### src/rtl/lab_pkg.sv
`default_nettype none
// ---------------------------------------------------------------------------
// lab_pkg
//   Shared measurement-block definitions: FSM state encoding and gate-window
//   length derivation.
//   Rev 1.0 - initial release
// ---------------------------------------------------------------------------
package lab_pkg;

    localparam logic [1:0] ST_IDLE  = 2'd0;
    localparam logic [1:0] ST_COUNT = 2'd1;
    localparam logic [1:0] ST_DONE  = 2'd2;

    // Gate window length in system clock cycles.
    function automatic int unsigned gate_cycles(input int unsigned freq_in,
                                                input int unsigned gate_ms);
        return (freq_in / 1000) * gate_ms;
    endfunction

endpackage
`default_nettype wire

### src/rtl/sync_edge_detect.sv
`default_nettype none
// ---------------------------------------------------------------------------
// sync_edge_detect
//   Multi-flop synchronizer for an asynchronous input followed by a one-cycle
//   rising-edge pulse generator.
//   Rev 1.0 - initial release
// ---------------------------------------------------------------------------
module sync_edge_detect #(
    parameter int SYNC_STAGES = 2
) (
    input  logic clk,
    input  logic rst,
    input  logic i_sig,
    output logic o_rise
);

    logic [SYNC_STAGES-1:0] r_sync;
    logic                   r_prev;

    always_ff @(posedge clk) begin
        if (rst) begin
            r_sync <= '0;
            r_prev <= 1'b0;
        end else begin
            r_sync <= {r_sync[SYNC_STAGES-2:0], i_sig};
            r_prev <= r_sync[SYNC_STAGES-1];
        end
    end

    assign o_rise = r_sync[SYNC_STAGES-1] & ~r_prev;

endmodule
`default_nettype wire

### src/rtl/freq_meter.sv
`default_nettype none
// ---------------------------------------------------------------------------
// freq_meter
//   Gated frequency counter: counts rising edges of SIG_IN over a fixed
//   window of system clock cycles and reports the saturated count.
//   Rev 1.0 - initial release
// ---------------------------------------------------------------------------
module freq_meter
    import lab_pkg::*;
#(
    parameter int unsigned FREQ_IN     = 50000000,
    parameter int unsigned GATE_MS     = 1000,
    parameter int          WIDTH       = 32,
    parameter int          SYNC_STAGES = 2
) (
    input  logic             CLK_IN,
    input  logic             RST,
    input  logic             SIG_IN,
    input  logic             START,
    input  logic             CONTINUOUS,
    output logic [WIDTH-1:0] COUNT_OUT,
    output logic             VALID,
    output logic             OVF,
    output logic             BUSY
);

    localparam int unsigned      c_GATE_CYCLES = gate_cycles(FREQ_IN, GATE_MS);
    localparam int               c_GATE_W      = $clog2(c_GATE_CYCLES);
    localparam logic [WIDTH-1:0] c_CNT_MAX     = {WIDTH{1'b1}};
    localparam logic [c_GATE_W-1:0] c_GATE_LAST = c_GATE_W'(c_GATE_CYCLES - 1);

    logic [1:0]          r_state;
    logic [1:0]          w_state_next;
    logic [c_GATE_W-1:0] r_gate_cnt;
    logic [WIDTH-1:0]    r_edge_cnt;
    logic [WIDTH-1:0]    w_edge_cnt_next;
    logic                r_ovf;
    logic                w_ovf_next;
    logic [WIDTH-1:0]    r_count_out;
    logic                r_ovf_out;
    logic                r_valid;
    logic                w_rise;
    logic                w_counting;
    logic                w_last;
    logic                w_busy;

    sync_edge_detect #(
        .SYNC_STAGES (SYNC_STAGES)
    ) u_sync_edge_detect (
        .clk    (CLK_IN),
        .rst    (RST),
        .i_sig  (SIG_IN),
        .o_rise (w_rise)
    );

    always_ff @(posedge CLK_IN) begin
        if (RST) begin
            r_state <= ST_IDLE;
        end else begin
            r_state <= w_state_next;
        end
    end

    always_comb begin
        w_state_next = r_state;
        case (r_state)
            ST_IDLE:  if (START || CONTINUOUS) w_state_next = ST_COUNT;
            ST_COUNT: if (w_last)              w_state_next = ST_DONE;
            ST_DONE:  w_state_next = CONTINUOUS ? ST_COUNT : ST_IDLE;
            default:  w_state_next = ST_IDLE;
        endcase
    end

    always_comb begin
        w_counting = (r_state == ST_COUNT);
        w_last     = w_counting && (r_gate_cnt == c_GATE_LAST);
        w_busy     = (r_state == ST_COUNT) || (r_state == ST_DONE);
    end

    // Saturating edge count; an edge arriving at full scale marks overflow.
    always_comb begin
        w_edge_cnt_next = r_edge_cnt;
        w_ovf_next      = r_ovf;
        if (w_counting && w_rise) begin
            if (r_edge_cnt == c_CNT_MAX) begin
                w_ovf_next = 1'b1;
            end else begin
                w_edge_cnt_next = r_edge_cnt + 1'b1;
            end
        end
    end

    // Counters are held clear outside COUNT so every window starts from zero.
    // Results are loaded on the final COUNT cycle so that COUNT_OUT, OVF and
    // VALID all become visible during DONE.
    always_ff @(posedge CLK_IN) begin
        if (RST) begin
            r_gate_cnt  <= '0;
            r_edge_cnt  <= '0;
            r_ovf       <= 1'b0;
            r_count_out <= '0;
            r_ovf_out   <= 1'b0;
            r_valid     <= 1'b0;
        end else begin
            r_valid <= w_last;
            if (w_counting) begin
                r_gate_cnt <= r_gate_cnt + 1'b1;
                r_edge_cnt <= w_edge_cnt_next;
                r_ovf      <= w_ovf_next;
            end else begin
                r_gate_cnt <= '0;
                r_edge_cnt <= '0;
                r_ovf      <= 1'b0;
            end
            if (w_last) begin
                r_count_out <= w_edge_cnt_next;
                r_ovf_out   <= w_ovf_next;
            end
        end
    end

    assign COUNT_OUT = r_count_out;
    assign VALID     = r_valid;
    assign OVF       = r_ovf_out;
    assign BUSY      = w_busy;

endmodule
`default_nettype wire

### config.mk
export PLATFORM = sky130hd
export DESIGN_NAME = freq_meter
export DESIGN_NICKNAME = d
export VERILOG_FILES = /design/src/rtl/lab_pkg.sv /design/src/rtl/sync_edge_detect.sv /design/src/rtl/freq_meter.sv
export SDC_FILE = /design/constraint.sdc
export NUM_CORES = 1
export LEC_CHECK = 0
export ABC_AREA = 1
export BUFFER_PORTS_ARGS = -buffer_cell sky130_fd_sc_hd__clkbuf_2
export CAP_MARGIN = 20
export CORE_ASPECT_RATIO = 1.75
export CORE_UTILIZATION = 40
export CTS_CLUSTER_DIAMETER = 50
export CTS_CLUSTER_SIZE = 30
export DETAILED_ROUTE_END_ITERATION = 7
export HOLD_SLACK_MARGIN = 0.15
export MAX_ROUTING_LAYER = met4
export PLACE_DENSITY = 0.67
export SKIP_CTS_REPAIR_TIMING = 1
export SLEW_MARGIN = 10
export SYNTH_ARGS = -nofsm -noshare
export SYNTH_HDL_FRONTEND = slang
export SYNTH_SLANG_ARGS = --single-unit
### constraint.sdc
create_clock -name CLK_IN -period 1.7 [get_ports CLK_IN]
set_clock_uncertainty 0.1 [all_clocks]
set_input_delay 0.085 -clock CLK_IN [delete_from_list [all_inputs] [get_ports CLK_IN]]
set_output_delay 0.085 -clock CLK_IN [all_outputs]
set_load 0.02 [all_outputs]
# Yosys cells after proc, flatten, opt, wreduce, memory -nomap -nowiden
# Index checks and enable logic that the tools add are counted.
[op_classes]
n_addsub = 2
eq_ne = 6
n_mux = 8
n_bitwise = 3
n_reduce_logical = 7
[op_table]
columns = ["operator", "count"]
rows = [
  ["$mux W32", 2],
  ["$add A32 B1 Y32 const B", 1],
  ["$eq A32 B32 Y1 const B", 1],
  ["$add A26 B1 Y26 const B", 1],
  ["$eq A26 B26 Y1 const B", 1],
  ["$pmux W2 S3", 1],
  ["$mux W2", 2],
  ["$mux W1", 3],
  ["$eq A2 B1 Y1 const B", 1],
  ["$eq A2 B2 Y1 const B", 1],
  ["$logic_and A1 B1 Y1", 2],
  ["$logic_not A2 Y1", 1],
  ["$logic_or A1 B1 Y1", 2],
  ["$ne A2 B1 Y1 const B", 1],
  ["$ne A2 B2 Y1 const B", 1],
  ["$not A1 Y1", 2],
  ["$reduce_and A2 Y1", 1],
  ["$reduce_or A2 Y1", 1],
  ["$and A1 B1 Y1", 1],
]
[totals]
register_bits = 98
inputBits = 5
word_cells = 35

# Depth between registers and ports, before layout
[logic_depth]
ltp_word = 4
depth_mapped = 13
ltp_nobuf = 13

# By module
# A second synthesis with hierarchy kept.
[hier_totals]
hier_cells = 794
area_unflattened_um2 = 5257.5
[modules_own_cells]
columns = ["mod", "n_inst", "cells_per_inst", "area_per_inst_um2", "seq_area_each_um2"]
rows = [
  ["freq_meter", 1, 784, 5171.2, 1901.8],
  ["sync_edge_detect", 1, 10, 86.3, 60.1],
]

# Worst setup path after synthesis
# Ideal clock, no wire load.
[synth_path]
path_kind = "reg-to-reg"
startpoint = "register r_state[1]"
endpoint = "register r_count_out[25], in the netlist COUNT_OUT[25]"
setup_ns = 0.109
t_arrival_ns = 1.531
path_slack_ns = -0.040
stages_incl_launch_ff = 14
n_path_buf = 0
period_less_slack_ns = 1.740
path_cell_list = "dfxtp_1 > inv_1 > ha_1 > nand2_1 > nor2_2 > nand2_1 > nor2_2 > nand2_2 > nor2_1 > nand2_1 > nand2_1 > nand3_1 > nand2_1 > inv_1"
[synth_via]
elab_chain_len = 3
word_cells_on_any_way = 4
classes_between = "1 x eq/ne; 1 x mux; 2 x reduce/logical"
[synth_lines]
columns = ["item", "line", "rtl"]
rows = [
  ["start: declaration", "freq_meter.sv:32", "logic [1:0] r_state;"],
  ["start signal: assignment", "freq_meter.sv:60", "r_state <= w_state_next;"],
  ["$eq A2 B1 Y1 (*)", "freq_meter.sv:75", "w_counting = (r_state == ST_COUNT);"],
  ["$logic_and A1 B1 Y1", "freq_meter.sv:84", "if (w_counting && w_rise) begin"],
  ["$mux W32", "freq_meter.sv:84", ""],
  ["end signal: assignment", "freq_meter.sv:116", "r_count_out <= w_edge_cnt_next;"],
  ["end: declaration", "freq_meter.sv:39", "logic [WIDTH-1:0] r_count_out;"],
]
# Every way passes the cells marked *; elsewhere a longest branch is shown, timed or not.
# A chain may end at the register's enable or synchronous reset.

# Final worst setup path
[layout_path]
startpoint = "register r_edge_cnt[25]"
endpoint = "register r_count_out[22], in the netlist COUNT_OUT[22]"
[layout_via]
elab_chain_len = 3
[layout_lines]
columns = ["item", "line", "rtl"]
rows = [
  ["start: declaration", "freq_meter.sv:35", "logic [WIDTH-1:0] r_edge_cnt;"],
  ["start signal: assignment", "freq_meter.sv:108", "r_edge_cnt <= w_edge_cnt_next;"],
  ["$eq A32 B32 Y1", "freq_meter.sv:85", "if (r_edge_cnt == c_CNT_MAX) begin"],
  ["$mux W32", "freq_meter.sv:85", ""],
  ["$mux W32", "freq_meter.sv:84", ""],
]
# No other way between the ends.

==> metrics <==
status finished, violations left; failing checks negative setup slack; Max transition margin 72.9%; share of cells above drive strength 1 34.8%; commonest register cell after synthesis dfxtp_1; Psw 1.06 mW; Clock Power Share 46.0%; Hold Crit Class in2reg; CP bufs+invs 2; die area 13,000 µm²; Synth area leader dfxtp_1; logic gate share of total power 5.0%; ant diodes 0; Slew @ Worst Pin 0.406 ns; total grt overflow 0; largest net degree at the start of global routing 40; Root Buffer clkbuf_16; fmax 516 MHz; via count 5,237; initial DRC count 234; Yosys warnings 0; Mean Syn Cell Area 6.47 µm²; CP dominant cell by count nand2_1; ys async rst share 0%; Finish-stage setup viols 63; CP max stage delay 0.42 ns; top post-synthesis cells by area dfxtp_1 39%, nand2_1 16%, inv_1 9.1%; Worst Slack Setup Final -0.237 ns; placed standard-cell area 5930 µm²; CP Class reg2reg; Port Buf Inserts 39; Pint 3.67 mW; GRT Util Overall 22.8%; top-count cell post-synth nand2_1; core area 12,100 µm²; H-tree Lvls 3; worst hold start CONTINUOUS; DR WL/cell 13.7 µm; worst flop-to-flop path startpoint r_edge_cnt[25]; Setup crit end kind register; Critical-path top delay cell dfxtp_1; clock buffer depth 2; Die Height 150 µm; Worst Path Arrival 2.08 ns; RSZ-0062 raised after global routing true; most frequent cells after synthesis 217 x nand2_1, 122 x inv_1, 98 x dfxtp_1; Post-DRT Antenna Nets 0; global-route wire length before repair 21,900 µm; Static Leak 2.92 nW; Startpoint Class register; Max-Cap Viols 0; Final Routed Wirelength 14,700 µm; Max IR drop VDD 0.503 mV; finished layout cell area 7080 µm²; Seq pwr share 49.0%; Syn-to-layout area delta 41.4%; synthesized instance count 774; Initial Utilization 41.3%; Final Hold Fails 0; CTS Sinks 98; Max FO, Critical Path 7; nets@finish 911; Post-DP HPWL 10,300 µm; Critical path origin r_edge_cnt[25]; WHS 0.127 ns; share of the synthesized area in the top cell type 39.2%; CP Cell Sequence nand2_1 -> nor2_1 -> nand2_1 -> inv_1 -> nand3_4 -> clkbuf_16 -> nand2_1 -> nand2_1 -> nand2_1 -> a21oi_1; Seq/Total Area, Yosys 39.2%; Pre-antenna DRT Iters 4; Crit path max-delay family simple AND/OR/NAND/NOR gates; Yosys cell types 32; PD cells 667 nW/µm²; Cell Rows 53; Post-synth EDFFs 0; routed vias/inst 4.90; Period minus WS final 1.94 ns; Yosys reg bits 98; DRC viols 0; CTS tree yes; Fillers 1,183; switching share of total power 22.4%; Num CTS Buffers 9; worst skew pair latency 0.35 ns; Synth Cell Area 5010 µm²; fin crit share 114%; initial antenna violation count 0; Pwr Total 4.72 mW; WP data required 1.85 ns; Worst-path clk slew 0.07 ns; IO Pins 40; syn_nets 785; chip width 86.6 µm; vias in the first global route 4,821; GPL Wtd Cong 0.949; final slew viol count 0; post-layout util 58.4%
==> registers in the layout (all words and copies together), names as in the netlist <==
signal	flops
COUNT_OUT	32
r_edge_cnt	32
r_gate_cnt	26
r_state	2
u_sync_edge_detect.r_sync	2
OVF	1
VALID	1
r_ovf	1
u_sync_edge_detect.r_prev	1
==> stage by stage <==
step	instances	TNS (ns)	worst slack, ns
after floorplan	774	0	0.00804
after global placement	1034	-4.35	-0.168
after detailed placement	1034	-5.64	-0.222
after CTS	1049	-6.91	-0.240
after global routing	1069	-21.84	-0.426
final	1069	-9.64	-0.237
==> power by group through the flow <==
stage                     clock network, mW  registers (mW)  logic, mW
after floorplan                           0            2.36      0.109
after global placement                    0            2.36      0.190
after detailed placement                  0            2.36      0.192
after CTS                              2.19            2.31      0.193
after global routing                   2.29            2.32      0.258
final                                  2.17            2.32      0.235
==> area by class of cell <==
class	instances	area (µm²)	area share, %
Clock buffer	9	225	3.18
Clock inverter	6	82.6	1.17
Inverter	130	495	6.99
Multi-Input combinational cell	525	3000	42.3
Sequential cell	98	2000	28.2
Tap cell	165	206	2.91
Timing Repair Buffer	136	1080	15.2
==> cell usage in the layout (no fill, tap or decap), drive strengths merged <==
cell type    count
a21oi           73
and2             1
and3             1
buf             90
bufinv           2
clkbuf          51
clkinv           4
clkinvlp         1
dfxtp           98
dlygate4sd3      4
ha               6
inv            129
nand2          220
nand3           61
nand3b          16
nand4           13
nor2            98
nor3            14
nor3b            2
o21a             2
o21ai           10
o21bai           3
or2              3
xnor2            2
==> per-layer routing <==
layer	vias to the layer above	track usage, %	wire length (µm)
met2	102	43.3	8220
met4	0	14.8	989
met1	2407	20.6	5060
li1	2671	-	-
met3	57	3.20	386
met5	-	-	0
==> cells by family after synthesis <==
group	count (synthesis)	share of synthesized area, %
and+or+nand+nor	429	38.0
buffers and inverters	151	11.8
DFF	98	39.2
AOI/OAI and AO/OA	88	9.19
adders and majority gates	6	1.50
xor gates and xnor gates	2	0.350
==> final timing paths <==
kind	slack (ns)	cells past startpoint	endpoint
worst min-delay path	0.13	7	r_state[0]
worst min register to register	0.32	2	u_sync_edge_detect.r_sync[1]
worst max-delay path	-0.24	10	COUNT_OUT[22]
worst max register to register	-0.24	10	COUNT_OUT[22]
==> worst reg2reg max path, stage by stage, from the launching register on <==
cell	delay, ns
dfxtp_1	0.42
nand2_1	0.10
nor2_1	0.17
nand2_1	0.11
inv_1	0.18
nand3_4	0.21
clkbuf_16	0.24
nand2_1	0.06
nand2_1	0.04
nand2_1	0.10
a21oi_1	0.07
(Power assumes the default switching activity.)
